===== src/rtl/hram_ctl.sv =====
// Clocked high-RAM block for a window of the FFxx page. Each access goes through
// precharge (IDLE), ACCESS and HOLD. A clear sequencer zeroes the array after reset.
module hram_ctl #(
  parameter int          DATA_W         = 8,
  parameter int          DEPTH          = 127,
  parameter logic [7:0]  BASE           = 8'h80,
  parameter bit          CLEAR_ON_RESET = 1'b1
) (
  input  logic              clk,
  input  logic              reset,
  input  logic              ffxx,
  input  logic [7:0]        a,
  input  logic              soc_rd,
  input  logic              soc_wr,
  input  logic [DATA_W-1:0] d_in,
  output logic [DATA_W-1:0] d_out,
  output logic              d_oe,
  output logic              hit,
  output logic              busy
);

  localparam int         IDX_W  = (DEPTH > 1) ? $clog2(DEPTH) : 1;
  localparam logic [8:0] WIN_LO = {1'b0, BASE};
  localparam logic [8:0] WIN_HI = {1'b0, BASE} + 9'(DEPTH);

  typedef enum logic [1:0] {CLEAR, IDLE, ACCESS, HOLD} state_t;

  state_t                state;
  logic [IDX_W-1:0]      clr_cnt;
  logic [IDX_W-1:0]      idx;
  logic [IDX_W-1:0]      idx_p0;
  logic [7:0]            addr_p0;
  logic                  op_wr_p0;
  logic                  req_held;
  logic [DATA_W-1:0]     mem [DEPTH];

  // 9-bit compare so a window ending exactly at FFFF (BASE+DEPTH = 256) is legal
  assign hit      = ffxx && ({1'b0, a} >= WIN_LO) && ({1'b0, a} < WIN_HI);
  assign idx      = IDX_W'(a - BASE);
  assign req_held = (op_wr_p0 ? soc_wr : soc_rd) && (a == addr_p0);

  // Array write port. Enables come only from registered state, so an async
  // reset in the middle of an access either commits a whole word or nothing.
  always_ff @(posedge clk) begin
    if (state == CLEAR)
      mem[clr_cnt] <= '0;
    else if (state == ACCESS && op_wr_p0)
      mem[idx_p0] <= d_in;
  end

  always_ff @(posedge clk or posedge reset) begin
    if (reset) begin
      state    <= CLEAR_ON_RESET ? CLEAR : IDLE;
      busy     <= CLEAR_ON_RESET;
      clr_cnt  <= '0;
      d_out    <= '0;
      d_oe     <= 1'b0;
      idx_p0   <= '0;
      addr_p0  <= '0;
      op_wr_p0 <= 1'b0;
    end else begin
      case (state)
        CLEAR: begin
          d_oe <= 1'b0;
          if (clr_cnt == IDX_W'(DEPTH - 1)) begin
            state <= IDLE;
            busy  <= 1'b0;
          end else begin
            clr_cnt <= clr_cnt + 1'b1;
          end
        end
        IDLE: begin
          d_oe <= 1'b0;
          if (hit && (soc_rd || soc_wr)) begin
            state    <= ACCESS;
            idx_p0   <= idx;
            addr_p0  <= a;
            op_wr_p0 <= soc_wr;
          end
        end
        ACCESS: begin
          if (!op_wr_p0) begin
            d_out <= mem[idx_p0];
            d_oe  <= 1'b1;
          end
          state <= HOLD;
        end
        HOLD: begin
          // A new address or a dropped request goes back through one precharge cycle
          if (!req_held) begin
            state <= IDLE;
            d_oe  <= 1'b0;
          end
        end
        default: begin
          state <= IDLE;
          d_oe  <= 1'b0;
        end
      endcase
    end
  end

endmodule


===== config.mk =====
export PLATFORM = sky130hd
export DESIGN_NAME = hram_ctl
export DESIGN_NICKNAME = d
export VERILOG_FILES = /design/src/rtl/hram_ctl.sv
export SDC_FILE = /design/constraint.sdc
export NUM_CORES = 1
export LEC_CHECK = 0
export CAP_MARGIN = 5
export CORE_ASPECT_RATIO = 0.8
export CORE_MARGIN = 3
export CORE_UTILIZATION = 56
export DETAILED_ROUTE_END_ITERATION = 6
export PLACE_DENSITY = 0.76
export SETUP_SLACK_MARGIN = 0.3
export SYNTH_ARGS = -nofsm -noshare
export SYNTH_HDL_FRONTEND = slang
export SYNTH_SLANG_ARGS = --single-unit
export TNS_END_PERCENT = 5

===== constraint.sdc =====
create_clock -name clk -period 3.9 [get_ports clk]
set_input_delay 0.975 -clock clk [delete_from_list [all_inputs] [get_ports clk]]
set_output_delay 0.975 -clock clk [all_outputs]
set_load 0.01 [all_outputs]

### Word level (Yosys, flattened, before mapping)

Memory sizes are Yosys's and may differ from the RTL's. A register that Yosys moved wholly into a read port is not among the register bits.
Index checks and enable logic that the tools add are counted.

| storage, ports and cells | value |
|---|---|
| flip-flop bits (word level) | 27 |
| latch bits | 0 |
| memory bits (writable) | 1016 |
| bits in read-only memories | 0 |
| input port bits | 21 |
| output and inout port bits | 11 |
| logic and storage cells | 54 |
| memories kept | 1 |

Memories:

| name | words | bits a word | read ports | clocked after Yosys merged registers in | write ports | line | RTL |
|---|---|---|---|---|---|---|---|
| mem | 127 | 8 | 1 | 1 | 1 | 35 | `logic [DATA_W-1:0] mem [DEPTH];` |

| operators by class | value |
|---|---|
| add/subtract/negate cells | 2 |
| multiply operators | 0 |
| divide/modulo/power cells | 0 |
| $lt $le $gt $ge | 2 |
| eq/ne operators | 9 |
| shift operators | 0 |
| mux-type cells | 16 |
| bitwise gates (word level) | 2 |
| reduce and logical (&&, ||, !) cells | 15 |

Operators with widths:

| operator | count |
|---|---|
| $reduce_and 2->1 | 5 |
| $mux 1 | 9 |
| $eq 8x8->1 | 1 |
| $ge 8x8->1 const B | 1 |
| $lt 8x8->1 const B | 1 |
| $mux 8 | 1 |
| $pmux 2 s4 | 1 |
| $reduce_or 8->1 | 1 |
| $add 7x1->7 const B | 1 |
| $eq 7x7->1 const B | 1 |
| $mux 7 | 1 |
| $sub 7x1->7 const B | 1 |
| $mux 2 | 3 |
| $ne 2x2->1 const B | 3 |
| $logic_and 1x1->1 | 5 |
| $eq 2x2->1 const B | 2 |
| $pmux 1 s3 | 1 |
| $reduce_and 3->1 | 1 |
| $eq 2x1->1 const B | 1 |
| $logic_not 2->1 | 1 |
| $ne 2x1->1 const B | 1 |
| $not 1->1 | 2 |
| $reduce_or 2->1 | 1 |
| $logic_or 1x1->1 | 1 |

### Depth between registers and ports, before layout

Gate-level depths: netlist (run 1).

| depth | value |
|---|---|
| word-level depth | 7 |
| depth in mapped cells | 11 |
| depth with buffers taken out | 8 |

### Worst setup path before layout (run 1)

No wires, ideal clock.

| timing | value |
|---|---|
| path kind | register to register |
| start | reg state[0] |
| end | mem mem[0][0], data pin |
| library setup time | 532 ps |
| arrival | 2890 ps |
| data required time | 3368 ps |
| path slack | 478 ps |
| stages on the path, launching flop included | 7 |
| path buffers | 1 |
| period minus slack after synthesis | 3422 ps |
| path through | dfrtp_1 > inv_1 > ha_1 > nand2_1 > nor2_1 > clkbuf_1 > and2_1 |

| between the ends | value |
|---|---|
| longest elaborated chain between the ends | 7 |
| elaborated cells on any way between the ends | 8 |
| classes of those cells | eq/ne: 1; mux: 4; reduce/logical: 3 |

Ends and longest elaborated chain:

| element | line | RTL |
|---|---|---|
| from (decl) | 28 | `state_t state;` |
| from (signal assigned) | 53 | `state <= CLEAR_ON_RESET ? CLEAR : IDLE;` |
| $eq 2x2->1 | 47 | `else if (state == ACCESS && op_wr_p0)` |
| $logic_and 1x1->1 | 47 |  |
| $mux 1 | 47 |  |
| $mux 1 (*) | 45 | `if (state == CLEAR)` |
| $mux 1 (not written as such) (*) | 48 | `mem[idx_p0] <= d_in;` |
| $reduce_or 8->1 (no line) (*) | - |  |
| $mux 8 (no line) (*) | - |  |
| to (decl) | 35 |  |

Every way passes the cells marked *; elsewhere a longest branch is shown, timed or not.

### Worst setup path in the final report (run 1)

| timing | value |
|---|---|
| start | reg state[0] |
| end | mem mem[99][4] (enable) |

| between the ends | value |
|---|---|
| longest elaborated chain between the ends | 7 |
| elaborated cells on any way between the ends | 11 |
| classes of those cells | eq/ne: 1; mux: 7; reduce/logical: 3 |

Ends and longest elaborated chain:

| element | line |
|---|---|
| $eq 2x2->1 | 47 |
| $logic_and 1x1->1 | 47 |
| $mux 1 | 47 |
| $mux 1 | 45 |
| $mux 1 (not written as such) | 48 |
| $reduce_or 8->1 (no line) | - |
| $mux 7 (no line) / $mux 1 (equally long branches) | - |

Several ways; a longest one is shown, not always the timed one.

==> qor.csv, run 1 <==
stage;metric;value;unit
status;run status;finished, final reports clean;
sta;Least-Margin Pin Slew;1.21;ns
finish;Area Overhead vs Synth;12.4;%
routing;Routed WL per cell;28.6;um
die;Die Footprint;0.0768;mm^2
finish;Final Instance Count excl. Fillers;3281;
die;initial core utilization;0.568;
die;num rows;88;
worst_hold_path;critical hold path startpoint;addr_p0[7];
yosys;library cells used by synthesis;54;
yosys;Cells after Synth;2128;
finish;register area;0.0312;mm^2
clocking;CTS root buf;clkbuf_16;
global_route;largest net degree at the start of global routing;76;
clocking;clock-pin transition on the worst setup and hold timing paths;0.06;ns
routing;vias per cell;6.54;
routing;Final ANT Viol Nets;0;
clocking;CTS tree;yes;
worst_setup_path;kind of critical path;flop to flop;
worst_setup_path;Worst setup EP type;flop;
clocking;clk_lat worst skew;0.66;ns
placement;placed cells;3111;
sta;skew final;0.0173;ns
yosys;Syn. warnings;0;
sta;unrepaired setup endpoints after global routing;yes;
global_route;initial antenna violation count;2;
finish;Filler cells;4731;
yosys;Post-Syn Area;0.0411;mm^2
yosys;dominant synthesized flop cell;edfxtp_1;
yosys;Seq cells post-synth;1044;
power_and_ir_drop;worst vdd ir;0.564;mV
yosys;Seq/Total Area, Yosys;0.759;
clocking;# clock sinks;1044;
die;Die H;248;um
power_and_ir_drop;power per cell area;680;mW/mm^2
finish;Final Util;0.638;
finish;commonest non-fill, non-tap cell in the layout;edfxtp_1;
yosys;Synth Net Count;2156;
worst_setup_path;R2R Path Start;state[0];
sta;Slew Viols, Final;0;
sta;final count of hold timing violations;0;
sta;Final Critical Period;3.49;ns
placement;Port-buffer cells;31;
worst_hold_path;hold crit path type;flop to flop;
finish;Post-layout nets;2290;
global_route;first-pass GRT wire length;141;mm
clocking;H-tree levels;3;
routing;Pre-antenna DRT Iters;6;
sta;Final TNS setup;0;ns
die;boundary pin count;32;
yosys;ys async rst share;0.0268;
power_and_ir_drop;power consumption;31500;uW
routing;vias after detailed routing;21500;
clocking;TritonCTS Buffers;94;
sta;WHS;0.522;ns
finish;Multi-input gate area;0.00925;mm^2
worst_setup_path;Worst EP arrival;3.76;ns
placement;Post-DP HPWL;60.6;mm
worst_setup_path;crit path from;state[0];
clocking;Max Buffers Root-to-Sink;3;
worst_setup_path;R2R Setup Slk;0.41;ns
worst_setup_path;worst path required time;4.18;ns
global_route;global route overflow;0;
worst_setup_path;Critical Path Start Type;flop;
global_route;total track usage;0.247;
routing;final wirelength;93.7;mm
yosys;area share of the largest cell type after synthesis;0.742;
run;max-cap viol count;0;
sta;Final period util;0.894;
power_and_ir_drop;Leak;0.0152;uW
finish;# diodes;0;
routing;DRC;0;
die;Die Wd;309;um
die;core area;0.0724;mm^2
placement;GPL Wtd Cong;0.905;
sta;relative slew slack;0.189;
clocking;post-CTS setup buffer count;0;
finish;most frequent cells in the layout;1,016 x edfxtp_1, 221 x mux2i_1, 156 x mux4_2;
yosys;syn avg cell area;19.3;um^2
sta;Setup Viol. Count Final;0;
sta;Max Fclk;287;MHz
yosys;EDFF count, synth;1016;
yosys;cell taking the most area after synthesis;edfxtp_1;
global_route;vias in the first global route;21400;
yosys;Synth area leaders;edfxtp_1 74%, mux4_2 8.5%, mux2i_1 5.4%, dfrtp_1 1.6%, a22oi_1 1.4%;
finish;layout cell share with drive strength beyond 1;0.199;
worst_setup_path;worst-path maximum fanout;17;
routing;starting DRC count in detailed routing;2996;
==> repair_timing <==
action                     CTS  global route
hold buffers                 0             0
setup endpoints to repair    0           173
resized for setup            0             1
==> cells in the mapped netlist, drive strengths merged (6+ instances only) <==
cell	count
dfrtp	27
nand2	40
nor2b	7
a21oi	14
and2	11
o21ai	8
mux2i	222
mux4	156
ha	7
o221ai	16
o22ai	37
mux2	21
nor3	11
o311ai	8
buf	100
nor2	147
a32oi	8
clkbuf	24
nand2b	10
xnor2	14
nand3	61
a22o	8
nand3b	6
edfxtp	1016
o211ai	12
nand4	9
a211oi	19
a22oi	76
==> through the flow <==
stage	setup slack [ns]	cell area, um^2
after floorplan	0.478	41100
after detailed placement	0.405	43200
after CTS	0.391	46200
after global routing	0.262	46200
final	0.414	46200
after global placement	0.558	43200
==> registers in the layout (all words and copies together), names as in the netlist <==
name      cells
mem        1016
d_out         8
clr_cnt       7
idx_p0        6
addr_p0       2
state         2
busy          1
d_oe          1
op_wr_p0      1
==> final timing paths <==
check | to | depth (start not counted)
worst max register to register | mem[99][4] | 7
worst max-delay path | mem[99][4] | 7
worst min register to register | addr_p0[7] | 1
min in group asynchronous | op_wr_p0 | 2
max in group asynchronous | busy | 3
worst min-delay path | addr_p0[7] | 1
==> where the power goes <==
part | switching (uW) | internal [uW] | leakage [uW]
clock network | 3980 | 5170 | 0.00148
registers | 622 | 12900 | 0.00980
logic | 5200 | 3560 | 0.00394
total | 9800 | 21700 | 0.0152
==> layout make-up <==
cell class              count  share of cell area
clock inverters            53              0.0124
well taps                 945              0.0256
clock buffers             117              0.0532
inverters                   5            0.000406
repair buffers            162              0.0331
flip-flops and latches   1044               0.675
multi-input cells         955               0.200
==> critical path, cell delays in order, from the launching register on <==
cell and delay (ns):
dfrtp_1 0.44, inv_1 0.10, ha_1 0.25, nand3b_2 0.44, or3_1 0.42, o31ai_1 0.20, nand3_1 0.55, nor2_1 0.71
==> cells by family (layout without fill, tap and decap cells) <==
kind of cell | after synthesis | after routing | share of synthesized area
flip-flops | 1044 | 1044 | 0.759
multiplexers | 399 | 399 | 0.145
AND/OR/NAND/NOR | 322 | 322 | 0.0362
AO/OA/AOI/OAI | 213 | 213 | 0.0378
buffers and inverters | 129 | 337 | 0.0171
XOR/XNOR | 14 | 14 | 0.00298
adder cells (fa/ha/maj) | 7 | 7 | 0.00213
==> layer usage <==
| metal | vias up | track usage | routed length (um) |
|---|---|---|---|
| li1 | 8961 | - | - |
| met1 | 11000 | 0.374 | 37200 |
| met2 | 1332 | 0.360 | 42800 |
| met3 | 195 | 0.0663 | 11100 |
| met4 | 2 | 0.0704 | 2680 |
| met5 | - | 0 | 27 |
Note: power is estimated with default switching activity, not from simulation.
==> inputs of run 2 (changes only) <==
Settings changed: ABC_CLOCK_PERIOD_IN_PS set to 3900.
==> results of run 2 <==
Same layout as run 1: the final DEF is identical, and so are final timing and power.
